===== src/rtl/uart_cmd_pkg.sv =====
// Shared types and constants for the UART command sequencer.
// FSM state encoding, command codes, error codes and a frame-header check.
package uart_cmd_pkg;

  typedef enum logic [2:0] {
    S_HUNT,
    S_CMD,
    S_LEN,
    S_PAY,
    S_CHK
  } state_t;

  localparam logic [7:0] CMD_WRITE_REG = 8'h01;
  localparam logic [7:0] CMD_PIXELS    = 8'h02;

  localparam logic [1:0] ERR_CHK = 2'd0;
  localparam logic [1:0] ERR_CMD = 2'd1;
  localparam logic [1:0] ERR_OVF = 2'd2;
  localparam logic [1:0] ERR_TMO = 2'd3;

  function automatic logic cmd_ok(
    input logic [7:0] cmd,
    input logic [7:0] len
  );
    return (cmd == CMD_WRITE_REG && len == 8'd2) ||
           (cmd == CMD_PIXELS && len != 8'd0);
  endfunction

endpackage


===== src/rtl/uart_cmd_sequencer_if.sv =====
// Byte-in / register-write / pixel-stream bundle of the command sequencer.
// slave: the sequencer; master: the surrounding logic (receiver + display).
interface uart_cmd_sequencer_if;
  logic       i_RX_DV;
  logic [7:0] i_RX_Byte;
  logic       o_Reg_Wr;
  logic [7:0] o_Reg_Addr;
  logic [7:0] o_Reg_Data;
  logic       o_Pix_Valid;
  logic [7:0] o_Pix_Byte;
  logic       i_Pix_Ready;
  logic       o_Frame_Done;
  logic       o_Frame_Err;
  logic [1:0] o_Err_Code;

  modport slave (
    input  i_RX_DV, i_RX_Byte, i_Pix_Ready,
    output o_Reg_Wr, o_Reg_Addr, o_Reg_Data,
    output o_Pix_Valid, o_Pix_Byte,
    output o_Frame_Done, o_Frame_Err, o_Err_Code
  );

  modport master (
    output i_RX_DV, i_RX_Byte, i_Pix_Ready,
    input  o_Reg_Wr, o_Reg_Addr, o_Reg_Data,
    input  o_Pix_Valid, o_Pix_Byte,
    input  o_Frame_Done, o_Frame_Err, o_Err_Code
  );
endinterface


===== src/rtl/uart_cmd_fifo.sv =====
// Show-ahead byte FIFO, DEPTH x 8, count-based full/empty.
// Ports: clk, rst_n, push/push_data, pop, full, valid, head.
module uart_cmd_fifo #(
  parameter int DEPTH = 16
) (
  input  logic       clk,
  input  logic       rst_n,
  input  logic       push,
  input  logic [7:0] push_data,
  input  logic       pop,
  output logic       full,
  output logic       valid,
  output logic [7:0] head
);

  localparam int AW = $clog2(DEPTH);

  logic [7:0]  mem [DEPTH];
  logic [AW-1:0] wr_ptr;
  logic [AW-1:0] rd_ptr;
  logic [AW:0]   count;
  logic          do_push;
  logic          do_pop;

  assign valid   = (count != '0);
  assign full    = (count == (AW+1)'(DEPTH));
  assign head    = mem[rd_ptr];
  assign do_pop  = pop && valid;
  // a pop frees the slot this edge, so a full FIFO can still take a push
  assign do_push = push && (!full || do_pop);

  always_ff @(posedge clk) begin
    if (do_push) mem[wr_ptr] <= push_data;
  end

  always_ff @(posedge clk or negedge rst_n) begin
    if (!rst_n) begin
      wr_ptr <= '0;
      rd_ptr <= '0;
      count  <= '0;
    end else begin
      if (do_push) wr_ptr <= wr_ptr + 1'b1;
      if (do_pop)  rd_ptr <= rd_ptr + 1'b1;
      unique case ({do_push, do_pop})
        2'b10:   count <= count + 1'b1;
        2'b01:   count <= count - 1'b1;
        default: count <= count;
      endcase
    end
  end

endmodule


===== src/rtl/uart_cmd_sequencer.sv =====
// Frame hunter / checksum checker feeding register writes and a pixel FIFO.
// Ports: i_Clock, i_Reset_n, bus (slave). Option: UART_CMD_TIMEOUT_EN.
module uart_cmd_sequencer
  import uart_cmd_pkg::*;
#(
  parameter int         FIFO_DEPTH   = 16,
  parameter logic [7:0] SYNC_BYTE    = 8'hA5,
  parameter int         TIMEOUT_CLKS = 1200
) (
  input logic               i_Clock,
  input logic               i_Reset_n,
  uart_cmd_sequencer_if.slave bus
);

  if (FIFO_DEPTH < 2 || (FIFO_DEPTH & (FIFO_DEPTH - 1)) != 0 ||
      TIMEOUT_CLKS < 1) begin : g_bad_param
    $error("uart_cmd_sequencer: illegal parameter value");
  end

  state_t     state;
  logic [7:0] cmd;
  logic [7:0] acc;
  logic [7:0] cnt;
  logic [7:0] addr_q;
  logic [7:0] data_q;
  logic       bad;
  logic       ovf;
  logic       fifo_full;
  logic       pix_push;
  logic       drop;
  logic       tmo;

  // payload of a well-formed PIXELS frame goes straight into the FIFO
  assign pix_push = bus.i_RX_DV && state == S_PAY &&
                    !bad && cmd == CMD_PIXELS;
  assign drop     = pix_push && fifo_full && !bus.i_Pix_Ready;

  uart_cmd_fifo #(
    .DEPTH(FIFO_DEPTH)
  ) u_fifo (
    .clk      (i_Clock),
    .rst_n    (i_Reset_n),
    .push     (pix_push),
    .push_data(bus.i_RX_Byte),
    .pop      (bus.i_Pix_Ready),
    .full     (fifo_full),
    .valid    (bus.o_Pix_Valid),
    .head     (bus.o_Pix_Byte)
  );

`ifdef UART_CMD_TIMEOUT_EN
  localparam int TW = $clog2(TIMEOUT_CLKS + 1);

  logic [TW-1:0] idle;

  always_ff @(posedge i_Clock or negedge i_Reset_n) begin
    if (!i_Reset_n) begin
      idle <= '0;
    end else if (bus.i_RX_DV || state == S_HUNT) begin
      idle <= '0;
    end else if (!tmo) begin
      idle <= idle + 1'b1;
    end
  end

  assign tmo = !bus.i_RX_DV && state != S_HUNT &&
               idle == TW'(TIMEOUT_CLKS);
`else
  assign tmo = 1'b0;
`endif

  always_ff @(posedge i_Clock or negedge i_Reset_n) begin
    if (!i_Reset_n) begin
      state            <= S_HUNT;
      cmd              <= '0;
      acc              <= '0;
      cnt              <= '0;
      addr_q           <= '0;
      data_q           <= '0;
      bad              <= 1'b0;
      ovf              <= 1'b0;
      bus.o_Reg_Wr     <= 1'b0;
      bus.o_Reg_Addr   <= '0;
      bus.o_Reg_Data   <= '0;
      bus.o_Frame_Done <= 1'b0;
      bus.o_Frame_Err  <= 1'b0;
      bus.o_Err_Code   <= '0;
    end else begin
      bus.o_Reg_Wr     <= 1'b0;
      bus.o_Frame_Done <= 1'b0;
      bus.o_Frame_Err  <= 1'b0;
      if (tmo) begin
        state           <= S_HUNT;
        bus.o_Frame_Err <= 1'b1;
        bus.o_Err_Code  <= ERR_TMO;
      end else if (bus.i_RX_DV) begin
        unique case (state)
          S_HUNT: begin
            if (bus.i_RX_Byte == SYNC_BYTE) state <= S_CMD;
          end
          S_CMD: begin
            cmd   <= bus.i_RX_Byte;
            acc   <= bus.i_RX_Byte;
            ovf   <= 1'b0;
            state <= S_LEN;
          end
          S_LEN: begin
            acc   <= acc ^ bus.i_RX_Byte;
            cnt   <= bus.i_RX_Byte;
            bad   <= !cmd_ok(cmd, bus.i_RX_Byte);
            state <= (bus.i_RX_Byte != 8'd0) ? S_PAY : S_CHK;
            if (!cmd_ok(cmd, bus.i_RX_Byte)) begin
              bus.o_Frame_Err <= 1'b1;
              bus.o_Err_Code  <= ERR_CMD;
            end
          end
          S_PAY: begin
            acc <= acc ^ bus.i_RX_Byte;
            cnt <= cnt - 1'b1;
            if (!bad && cmd == CMD_WRITE_REG) begin
              if (cnt == 8'd2) addr_q <= bus.i_RX_Byte;
              else             data_q <= bus.i_RX_Byte;
            end
            // only the first drop of a frame is reported
            if (drop && !ovf) begin
              ovf             <= 1'b1;
              bus.o_Frame_Err <= 1'b1;
              bus.o_Err_Code  <= ERR_OVF;
            end
            if (cnt == 8'd1) state <= S_CHK;
          end
          S_CHK: begin
            state <= S_HUNT;
            if (!bad) begin
              if (bus.i_RX_Byte == acc) begin
                bus.o_Frame_Done <= 1'b1;
                if (cmd == CMD_WRITE_REG) begin
                  bus.o_Reg_Wr   <= 1'b1;
                  bus.o_Reg_Addr <= addr_q;
                  bus.o_Reg_Data <= data_q;
                end
              end else begin
                bus.o_Frame_Err <= 1'b1;
                bus.o_Err_Code  <= ERR_CHK;
              end
            end
          end
          default: state <= S_HUNT;
        endcase
      end
    end
  end

endmodule

===== src/flat_wrapper.sv =====
// flat-port wrapper written by rule: the top's interface ports become plain ports
module uart_cmd_sequencer_flat import uart_cmd_pkg::*;
#(
  parameter int         FIFO_DEPTH   = 16,
  parameter logic [7:0] SYNC_BYTE    = 8'hA5,
  parameter int         TIMEOUT_CLKS = 1200
)
  (i_Clock, i_Reset_n, bus_i_RX_DV, bus_i_RX_Byte, bus_i_Pix_Ready, bus_o_Reg_Wr, bus_o_Reg_Addr, bus_o_Reg_Data, bus_o_Pix_Valid, bus_o_Pix_Byte, bus_o_Frame_Done, bus_o_Frame_Err, bus_o_Err_Code);
  uart_cmd_sequencer_if bus_i ();
  input logic i_Clock;
  input logic i_Reset_n;
  input wire logic [$bits(bus_i.i_RX_DV)-1:0] bus_i_RX_DV;
  input wire logic [$bits(bus_i.i_RX_Byte)-1:0] bus_i_RX_Byte;
  input wire logic [$bits(bus_i.i_Pix_Ready)-1:0] bus_i_Pix_Ready;
  output wire logic [$bits(bus_i.o_Reg_Wr)-1:0] bus_o_Reg_Wr;
  output wire logic [$bits(bus_i.o_Reg_Addr)-1:0] bus_o_Reg_Addr;
  output wire logic [$bits(bus_i.o_Reg_Data)-1:0] bus_o_Reg_Data;
  output wire logic [$bits(bus_i.o_Pix_Valid)-1:0] bus_o_Pix_Valid;
  output wire logic [$bits(bus_i.o_Pix_Byte)-1:0] bus_o_Pix_Byte;
  output wire logic [$bits(bus_i.o_Frame_Done)-1:0] bus_o_Frame_Done;
  output wire logic [$bits(bus_i.o_Frame_Err)-1:0] bus_o_Frame_Err;
  output wire logic [$bits(bus_i.o_Err_Code)-1:0] bus_o_Err_Code;
  assign bus_i.i_RX_DV = bus_i_RX_DV;
  assign bus_i.i_RX_Byte = bus_i_RX_Byte;
  assign bus_i.i_Pix_Ready = bus_i_Pix_Ready;
  assign bus_o_Reg_Wr = bus_i.o_Reg_Wr;
  assign bus_o_Reg_Addr = bus_i.o_Reg_Addr;
  assign bus_o_Reg_Data = bus_i.o_Reg_Data;
  assign bus_o_Pix_Valid = bus_i.o_Pix_Valid;
  assign bus_o_Pix_Byte = bus_i.o_Pix_Byte;
  assign bus_o_Frame_Done = bus_i.o_Frame_Done;
  assign bus_o_Frame_Err = bus_i.o_Frame_Err;
  assign bus_o_Err_Code = bus_i.o_Err_Code;
  uart_cmd_sequencer #(.FIFO_DEPTH(FIFO_DEPTH), .SYNC_BYTE(SYNC_BYTE), .TIMEOUT_CLKS(TIMEOUT_CLKS)) u_core (.i_Clock(i_Clock), .i_Reset_n(i_Reset_n), .bus(bus_i));
endmodule

===== config.mk =====
export PLATFORM = sky130hd
export DESIGN_NAME = uart_cmd_sequencer_flat
export DESIGN_NICKNAME = d
export VERILOG_FILES = /design/src/rtl/uart_cmd_pkg.sv /design/src/rtl/uart_cmd_sequencer_if.sv /design/src/rtl/uart_cmd_fifo.sv /design/src/rtl/uart_cmd_sequencer.sv /design/src/flat_wrapper.sv
export SDC_FILE = /design/constraint.sdc
export NUM_CORES = 1
export LEC_CHECK = 0
export ABC_AREA = 1
export CORE_MARGIN = 1.5
export CORE_UTILIZATION = 40
export CTS_CLUSTER_DIAMETER = 80
export CTS_CLUSTER_SIZE = 12
export DETAILED_ROUTE_END_ITERATION = 16
export SLEW_MARGIN = 20
export SYNTH_ARGS = -nofsm -noshare
export SYNTH_HDL_FRONTEND = slang
export SYNTH_SLANG_ARGS = --single-unit

===== constraint.sdc =====
create_clock -name i_Clock -period 3.4 [get_ports i_Clock]
set_clock_uncertainty 0.1 [all_clocks]
set_input_delay 0.68 -clock i_Clock [delete_from_list [all_inputs] [get_ports i_Clock]]
set_output_delay 0.68 -clock i_Clock [all_outputs]
set_load 0.01 [all_outputs]

==> out/results.txt <==
slew margin rel. -> 61.8%
VDD IR max -> 491 µV
Power Density -> 737 nW/µm²
post-synthesis instance area -> 8990 µm²
Adder-Cell Fraction of Synth Area -> 1.75%
Worst Path Required -> 2.62 ns
XOR/XNOR Fraction of Synth Area -> 0.877%
clk_lat worst skew -> 0.50 ns
Critical Path Max Stage Delay -> 0.53 ns
Die Ht -> 153 µm
Post-Place Cells -> 1199
vias per cell -> 5.16
non-filler cells, final -> 1234
nets@finish -> 967
vias in the first global route -> 6170
post-route ant nets -> 0
Starting DRT DRC Count -> 454
Synth warnings -> 0
post-synthesis cell type count -> 34
static leakage -> 4.18 nW
Clock transition at path regs -> 0.06 ns
share of layout cells above drive strength 1 -> 9.12%
final hold vios -> 0
slowest CP cell -> clkdlybuf4s50_1
crit path max fanout -> 45
die area -> 23400 µm²
# fillers -> 2049
worst-path cell chain -> inv_2, buf_12, nor2_1, nor2_1, o21ai_0, o211ai_1, nand3_1, nand2_1, clkdlybuf4s50_1
synth top area cells -> edfxtp_1, dfrtp_1, nand2_1, o21ai_0, nor2_1
Post-Route WL -> 21400 µm
initial antenna violation count -> 0
worst hold path type -> input port to asynchronous set/reset pin
clk sinks -> 207
Max clock buf depth -> 3
Multi-input gate area -> 2840 µm²
gr usage total -> 18.6%
largest net degree at the start of global routing -> 48
Bufs and invs on worst path -> 3
Final TNS setup -> 0 ns
CTS tree -> built
Synth Area in Simple Gates -> 17.4%
IO Count -> 42
number of port buffers -> 41
critical path launch point type -> register
Cells after Synth -> 871
max-cap violations -> 0
dominant cell type by area after synthesis -> edfxtp_1
mux share of post-synthesis cell area -> 0%
top cell family by delay on the critical path -> buffers and inverters
worst hold slack -> 0.0497 ns
routed vias -> 6371
kind of critical path -> register to primary output
DRC -> 0
min Tclk post-route -> 3.21 ns
Final Cycle Share -> 94.3%
H-tree depth reported by CTS -> 1
clock root buffer -> clkbuf_16
final slew viol count -> 0
hold buffers post-CTS -> 0
Seq/Total Area, Yosys -> 64.8%
first-pass GRT wire length -> 34200 µm
WP data arrival -> 2.43 ns
First-pass DRT Iterations -> 7
Compound-Gate Fraction of Synth Area -> 11.5%
total power -> 7.77 mW
number of synthesized register bits -> 207
Placer Congestion -> 0.861
P&R area growth vs syn -> 17.3%
Wirelength per Cell -> 17.3 µm
initial core utilization -> 40.9%
Core Region -> 22000 µm²
cell mode on critical path -> nor2_1
average size of a mapped cell -> 10.3 µm²
FF-to-FF path depth -> 15
Synth top area share -> 42.8%
max frequency -> 0.312 GHz
hpwl dp -> 13900 µm
GRT overflow -> 0
worst reg2reg startpoint -> u_core.state[2]
main combinational cell family by area after synthesis -> simple AND/OR/NAND/NOR gates
clock buffer count from CTS -> 21
chip width -> 153 µm
Antenna Cells -> 0
Worst Max-Slew Pin Slew -> 0.571 ns
r2r setup slk -> 0.69 ns
count of final setup violators -> 0
RSZ-0062 raised after global routing -> no
area of all sequential standard cells -> 5820 µm²
FP Rows -> 54
RR Endpoint -> u_core.u_fifo.count[4]
Worst Setup End Kind -> primary output
run status -> finished, final reports clean
Syn Nets -> 895
sequential cells by signal, summed over array words and instances, names as in the netlist:
signal	count
u_core.u_fifo.wr_ptr	4
u_core.bad	1
u_core.bus.o_Frame_Done	1
u_core.ovf	1
u_core.bus.o_Reg_Wr	1
u_core.bus.o_Reg_Addr	8
u_core.bus.o_Frame_Err	1
u_core.cmd	8
u_core.data_q	8
u_core.acc	8
u_core.bus.o_Reg_Data	8
u_core.bus.o_Err_Code	2
u_core.u_fifo.count	5
u_core.u_fifo.rd_ptr	4
u_core.u_fifo.mem	128
u_core.addr_q	8
u_core.cnt	8
u_core.state	3
layout make-up:
cell class | count | area share, %
timing repair buffer | 83 | 7.20
sequential | 207 | 55.2
tap | 280 | 3.32
clock inverter | 2 | 0.190
inverter | 49 | 1.74
multi-input combinational | 581 | 26.9
clock buffer | 32 | 5.38
how the worst max path moves through the flow:
stage	startpoint	endpoint	slack, ns	depth (start not counted)
detailed placement	bus_i_RX_DV	u_core.u_fifo.count[4]	0.22	17
floorplan	bus_i_RX_DV	u_core.u_fifo.count[4]	0.83	16
finish	u_core.u_fifo.rd_ptr[0]	bus_o_Pix_Byte[7]	0.19	9
global route	u_core.u_fifo.rd_ptr[0]	bus_o_Pix_Byte[7]	0.03	9
CTS	u_core.u_fifo.rd_ptr[0]	bus_o_Pix_Byte[1]	0.06	6
global placement	bus_i_RX_DV	u_core.u_fifo.count[4]	0.26	17
placed cells by master, fill, tap and decap left out, types with 7 or more instances in the layout:
master	instances
clkdlybuf4s50_1	40
edfxtp_1	128
buf_4	38
clkbuf_1	11
inv_1	41
a21oi_1	11
nand3_1	42
inv_2	7
ha_1	11
nand2_1	164
clkbuf_16	21
dfrtp_1	78
o211ai_1	42
xor2_1	7
nor2_1	153
o21ai_0	121
layer usage:
metal | GRT usage (%) | wire [µm] | vias up
li1 | - | - | 3129
met3 | 2.61 | 863 | 28
met5 | 0 | 0 | -
met4 | 4.06 | 425 | 0
met2 | 31.4 | 10200 | 132
met1 | 25.5 | 9920 | 3082
power breakdown:
group,internal (mW),switching [mW]
Sequential,2.92,0.221
Combinational,0.956,1.61
Clock,1.15,0.915
logic make-up (layout without fill, tap and decap cells):
group / after synthesis / in the layout
AND/OR/NAND/NOR: 378 / 378
adder cells (fa/ha/maj): 12 / 12
buffers and inverters: 83 / 166
AO/OA/AOI/OAI: 182 / 182
flip-flops: 207 / 207
XOR/XNOR: 9 / 9
repair_timing:
action	4_1_cts	5_1_grt
gates resized for setup	1	2
buffers inserted	0	1
hold endpoints to repair	0	0
gates cloned	0	0
pin swaps	0	0
endpoints found under the setup margin	3	7
synthesized netlist by cell type:
master	number
a211oi_1	1
a21oi_1	11
a22oi_1	1
a31oi_1	2
and3_1	1
buf_1	5
buf_2	8
buf_6	1
clkbuf_1	20
clkinv_1	1
dfrtp_1	79
edfxtp_1	128
fa_1	1
ha_1	11
inv_1	42
inv_2	6
nand2_1	164
nand2_2	3
nand2_4	2
nand3_1	42
nand3_2	1
nand4_1	2
nor2_1	153
nor2_4	5
nor2_8	1
nor3_1	4
o211ai_1	42
o211ai_2	1
o21ai_0	121
o21ai_1	1
o22ai_1	1
o31ai_1	1
xnor2_1	2
xor2_1	7
through the flow:
step / setup WS (ns) / cell area, µm² / utilization (%)
2_1_floorplan: 0.825 / 8990 / -
3_3_place_gp: 0.262 / 9930 / 45.2
3_5_place_dp: 0.218 / 9930 / 45.2
4_1_cts: 0.0565 / 10500 / 47.9
5_1_grt: 0.0314 / 10500 / 48.0
6_report: 0.194 / 10500 / 48.0
(Power assumes the default switching activity.)
